## src/rtl/if_stage.sv

```systemverilog
// Instruction-fetch stage: owns the PC, drives the instruction-memory handshake
// and loads the IF/ID register, with stall skid buffering and redirect flushing.
module if_stage #(
    parameter logic [31:0] RESET_PC = 32'h0000_3000
) (
    input  logic        clk,
    input  logic        reset,
    input  logic        stall,
    input  logic        redirect,
    input  logic [31:0] redirect_pc,
    output logic        imem_req,
    output logic [31:0] imem_addr,
    input  logic [31:0] imem_rdata,
    input  logic        imem_ready,
    output logic [31:0] pc,
    output logic        ifid_valid,
    output logic [31:0] ifid_instr,
    output logic [31:0] ifid_pc,
    output logic [31:0] ifid_pc4
);

    typedef enum logic [1:0] {
        IDLE = 2'd0,
        REQ  = 2'd1,
        HELD = 2'd2,
        DROP = 2'd3
    } state_t;

    state_t      state;
    logic        skid_valid;
    logic [31:0] skid_instr;
    logic [31:0] skid_pc;
    logic [31:0] target_pc;

    assign target_pc = redirect_pc & 32'hFFFF_FFFC;

    // A redirect always wins; an outstanding unanswered request must still be
    // retired in DROP so its late response can be discarded.
    always_ff @(posedge clk or posedge reset) begin
        if (reset) begin
            state      <= IDLE;
            imem_req   <= 1'b0;
            imem_addr  <= RESET_PC;
            pc         <= RESET_PC;
            skid_valid <= 1'b0;
            skid_instr <= 32'h0;
            skid_pc    <= 32'h0;
            ifid_valid <= 1'b0;
            ifid_instr <= 32'h0;
            ifid_pc    <= 32'h0;
            ifid_pc4   <= 32'h0;
        end else if (redirect) begin
            pc         <= target_pc;
            ifid_valid <= 1'b0;
            ifid_instr <= 32'h0;
            skid_valid <= 1'b0;
            skid_instr <= 32'h0;
            skid_pc    <= 32'h0;
            imem_req   <= 1'b1;
            if ((state == REQ || state == DROP) && !imem_ready) begin
                state <= DROP;
            end else begin
                state     <= REQ;
                imem_addr <= target_pc;
            end
        end else begin
            case (state)
                IDLE: begin
                    state    <= REQ;
                    imem_req <= 1'b1;
                end
                REQ: begin
                    if (imem_ready) begin
                        pc <= imem_addr + 32'd4;
                        if (stall) begin
                            skid_valid <= 1'b1;
                            skid_instr <= imem_rdata;
                            skid_pc    <= imem_addr;
                            state      <= HELD;
                            imem_req   <= 1'b0;
                        end else begin
                            ifid_valid <= 1'b1;
                            ifid_instr <= imem_rdata;
                            ifid_pc    <= imem_addr;
                            ifid_pc4   <= imem_addr + 32'd4;
                            imem_addr  <= imem_addr + 32'd4;
                        end
                    end else if (!stall) begin
                        ifid_valid <= 1'b0;
                        ifid_instr <= 32'h0;
                    end
                end
                HELD: begin
                    if (!stall) begin
                        ifid_valid <= skid_valid;
                        ifid_instr <= skid_valid ? skid_instr : 32'h0;
                        ifid_pc    <= skid_pc;
                        ifid_pc4   <= skid_pc + 32'd4;
                        skid_valid <= 1'b0;
                        imem_addr  <= pc;
                        state      <= REQ;
                        imem_req   <= 1'b1;
                    end
                end
                DROP: begin
                    if (imem_ready) begin
                        imem_addr <= pc;
                        state     <= REQ;
                    end
                end
                default: begin
                    state    <= IDLE;
                    imem_req <= 1'b0;
                end
            endcase
        end
    end

endmodule
```

## config.mk

```make
export PLATFORM = sky130hd
export DESIGN_NAME = if_stage
export DESIGN_NICKNAME = d
export VERILOG_FILES = /design/src/rtl/if_stage.sv
export SDC_FILE = /design/constraint.sdc
export NUM_CORES = 1
export LEC_CHECK = 0
export BUFFER_PORTS_ARGS = -buffer_cell sky130_fd_sc_hd__buf_2
export CORE_MARGIN = 2
export CORE_UTILIZATION = 40
export CTS_BUF_LIST = sky130_fd_sc_hd__clkbuf_16
export CTS_CLUSTER_DIAMETER = 200
export DETAILED_ROUTE_END_ITERATION = 7
export GPL_TIMING_DRIVEN = 1
export PLACE_DENSITY = 0.74
export SYNTH_ARGS = -nofsm -noshare
export SYNTH_HDL_FRONTEND = slang
export SYNTH_SLANG_ARGS = --single-unit
```

## constraint.sdc

```tcl
create_clock -name clk -period 7.3 [get_ports clk]
set_input_delay 0.73 -clock clk [delete_from_list [all_inputs] [get_ports clk]]
set_output_delay 0.73 -clock clk [all_outputs]
set_load 0.01 [all_outputs]
```

==> results by group <==
STA
  • Setup TNS: 0 ns
  • # setup viols final: 0
  • Period utilization: 52.7%
  • Clk_skew: between 0.02 and 0.025 ns
  • Final Hold Vio Count: 0
  • Unrepaired setup endpoints after global routing: no
  • Relative slew slack: ~22%
  • Min Tclk post-route: 3.84 ns
  • Worst-margin pin slew: approximately 1.2 ns
  • Fmax: approximately 260 MHz
  • Final Slew Violations: 0

Pwr
  • Switching Power: ~0.0022 W
  • Int Power: 0.00307 W
  • Clock power share: 24.5%
  • Reg power frac: about two fifths
  • Leak Pwr: 6.19 nW
  • Max VDD drop: approximately 220 uV
  • Comb pwr share: 37.0%
  • Net Sw Frac: 42.0%
  • Power Density: 391 nW/um^2

Floorplan
  • Site Rows: slightly above 60
  • Die area: 29800 sq um
  • Core area: approximately 28000 sq um
  • I/O pin cnt: between 200 and 250
  • Die span in x: roughly 170 microns
  • Initial core utilization: approximately 41%
  • Die Y: 173 microns

Setup path
  • Crit-path max FO: 38
  • Startpoint types: flop
  • Element type at the critical path end: flop
  • Critical path type: flop to flop
  • Critical path required time: around 7.8 ns
  • CP arrival: approximately 4.3 ns

Finish
  • Fillers: 2626
  • Sequential cell area: about 5700 sq um
  • Area grow syn2layout: 19.1%
  • Layout cell share with drive strength beyond 1: 22.3%
  • Multi-input gate area: between 5000 and 6000 sq um
  • Ant diodes: 0
  • Design Area, Final: around 14000 sq um
  • Nets@finish: 1429

Logic synthesis
  • Mapped Area: 11400 sq um
  • Synth top area cells: dfrtp_1 49%, o21ai_0 6.6%, a22o_1 5.5%, nand2_1 5.5%, mux2i_1 4.3%
  • Warning count from the yosys run: 0
  • Top-count cell post-synth: dfrtp_1
  • Net count after synthesis: approximately 1300
  • Mapped Cells: between 1000 and 1500
  • Mean Syn Cell Area: around 9.5 sq um
  • EDFF count, synth: 0
  • Area leader, netlist: dfrtp_1
  • Post-synthesis cell type count: 63
  • Synth Flop Type: dfrtp_1
  • Asr flop ratio synth: 100%
  • Synth Register Bits: roughly 230
  • Top cell type's share of synthesized area: 49.1%
  • Sequential fraction of the synthesis area: 50.0%
  • Synth top cells by count: 223 x dfrtp_1, 165 x nand2_1, 150 x o21ai_0, 84 x clkbuf_1, 72 x a22o_1

Status
  • Status: finished clean

Clock network
  • # resized after CTS: 0
  • Post-CTS Hold Buffers: 0
  • Clock latency on the worst-skew pair: ~0.54 ns
  • CTS tree: done
  • Clock buffer count from CTS: 26
  • Root Driver: clkbuf_16
  • Clock-pin transition on the worst setup and hold timing paths: 0.06 ns
  • CTS H-tree lvls: 1
  • Clock Sinks: ~230
  • CTS Buffer Depth: 3
  • Setup bufs post-CTS: 0

Global route
  • Gr usage total: about a quarter
  • Vias in the first global route: 9738
  • Global-route wire length before repair: about 57000 microns
  • Largest net degree at the start of global routing: around 110
  • Initial antenna violation count: 0
  • Global route overflow: 0

Detailed routing
  • Drt first-iter violations: 1161
  • Final WL: ~36000 microns
  • DRC violations left: 0
  • Vias: approximately 10000
  • Routed Antenna Nets: 0
  • Drt first pass iters: 5
  • Vias per Instance: approximately 6
  • DR WL/cell: 20.5 microns

Placed design
  • RePlAce Congestion: 0.907
  • HPWL Detailed: ~24000 microns
  • Dpl cell area: approximately 13000 sq um
  • Port Buffers: 228

Worst hold path
  • Worst min-delay path class: input pin to asynchronous set/reset pin

Flow run
  • Max_cap viols: 0
[per-layer routing]
metal / up-vias / routed length, microns / share of wire, % / track usage, %
li1: 4673 / - / - / -
met1: 5047 / 15400 / 43 / 34.5
met2: 572 / 16300 / 45 / 36.0
met3: 60 / 3410 / 9.5 / 4.42
met4: 0 / 907 / 2.5 / 6.37
met5: - / 0 / 0 / 0
[layout by cell type, fill, tap and decap left out, types with 14 or more instances in the layout]
| cell type | netlist | routed |
|---|---|---|
| a22oi_1 | 33 | 33 |
| clkbuf_16 | 0 | 26 |
| nor2_1 | 66 | 62 |
| buf_2 | 18 | 228 |
| dfrtp_1 | 223 | 223 |
| buf_4 | 2 | 14 |
| inv_1 | 17 | 22 |
| a21oi_1 | 31 | 31 |
| nor4_1 | 17 | 17 |
| xnor2_1 | 22 | 22 |
| and3_1 | 15 | 15 |
| a22o_1 | 72 | 72 |
| nand2_1 | 165 | 164 |
| nand3_1 | 26 | 26 |
| mux2i_1 | 49 | 49 |
| nand4_1 | 24 | 24 |
| o21ai_0 | 150 | 148 |
| nor3_1 | 18 | 18 |
| xor2_1 | 17 | 17 |
[final timing paths]
path	startpoint	to	slack, ns	cells after the start
max in group asynchronous	reset	pc[14]$_DFFE_PP0P_	5.55	3
hold / removal	reset	ifid_instr[19]$_DFFE_PP0P_	0.29	2
min in group clk	redirect_pc[21]	pc[21]$_DFFE_PP0P_	0.42	3
setup reg to reg	state[0]$_DFFE_PP0P_	ifid_pc4[26]$_DFFE_PP0P_	3.46	8
hold reg to reg	ifid_pc[17]$_DFFE_PP0P_	ifid_pc[17]$_DFFE_PP0P_	0.47	2
setup / recovery	state[0]$_DFFE_PP0P_	ifid_pc4[26]$_DFFE_PP0P_	3.46	8
[final cells by class]
cell class,count,area share [%]
Clock buffer,26,4.81
Clock inverter,22,1.40
Inverter,19,0.583
Multi-Input combinational cell,838,38.5
Sequential cell,227,42.0
Tap cell,378,3.50
Timing Repair Buffer,242,9.21
[registers in the layout, indices dropped and copies added, names as in the netlist]
register and count:
ifid_instr 32, ifid_pc 32, imem_addr 32, pc 32, skid_instr 32, skid_pc 32, ifid_pc4 30, state 2
ifid_valid 1, imem_req 1, skid_valid 1
[critical path, cell delays in order, from the launching register on]
cell	delay [ns]
dfrtp_1	0.41
inv_1	0.10
ha_2	0.64
buf_4	0.55
clkinv_1	0.44
or4b_1	0.97
a311oi_1	0.38
a41oi_1	0.10
o211ai_1	0.16
[metrics by stage]
step,utilization [%],instances,worst slack [ns],total power (W),hold slack [ns]
final,48.6,1752,3.46,0.00529,0.293
after global routing,48.6,1752,3.24,0.00559,0.375
after CTS,48.6,1752,3.52,0.00529,0.343
after detailed placement,45.6,1704,3.52,0.00398,0.465
after global placement,45.6,1704,3.54,0.00393,0.456
after floorplan,-,1193,0.357,0.00317,0.473
[cell families (layout without fill, tap and decap cells)]
group | count (synthesis) | in the layout | share of synthesized area (%)
buf+inv | 128 | 309 | 4.50
flops | 227 | 227 | 50.0
fa+ha+maj | 6 | 6 | 0.661
mux | 51 | 51 | 4.51
compound gates | 375 | 375 | 21.9
simple gates | 367 | 367 | 15.3
xor+xnor | 39 | 39 | 3.01
[power groups by stage]
stage               clock (W)  sequential [W]  combinational (W)
finish                0.00130         0.00203            0.00196
global route          0.00137         0.00208            0.00215
CTS                   0.00132         0.00202            0.00196
detailed placement          0         0.00204            0.00195
global placement            0         0.00202            0.00191
floorplan                   0         0.00197            0.00120
No activity file was read; power rests on OpenSTA's default activity.
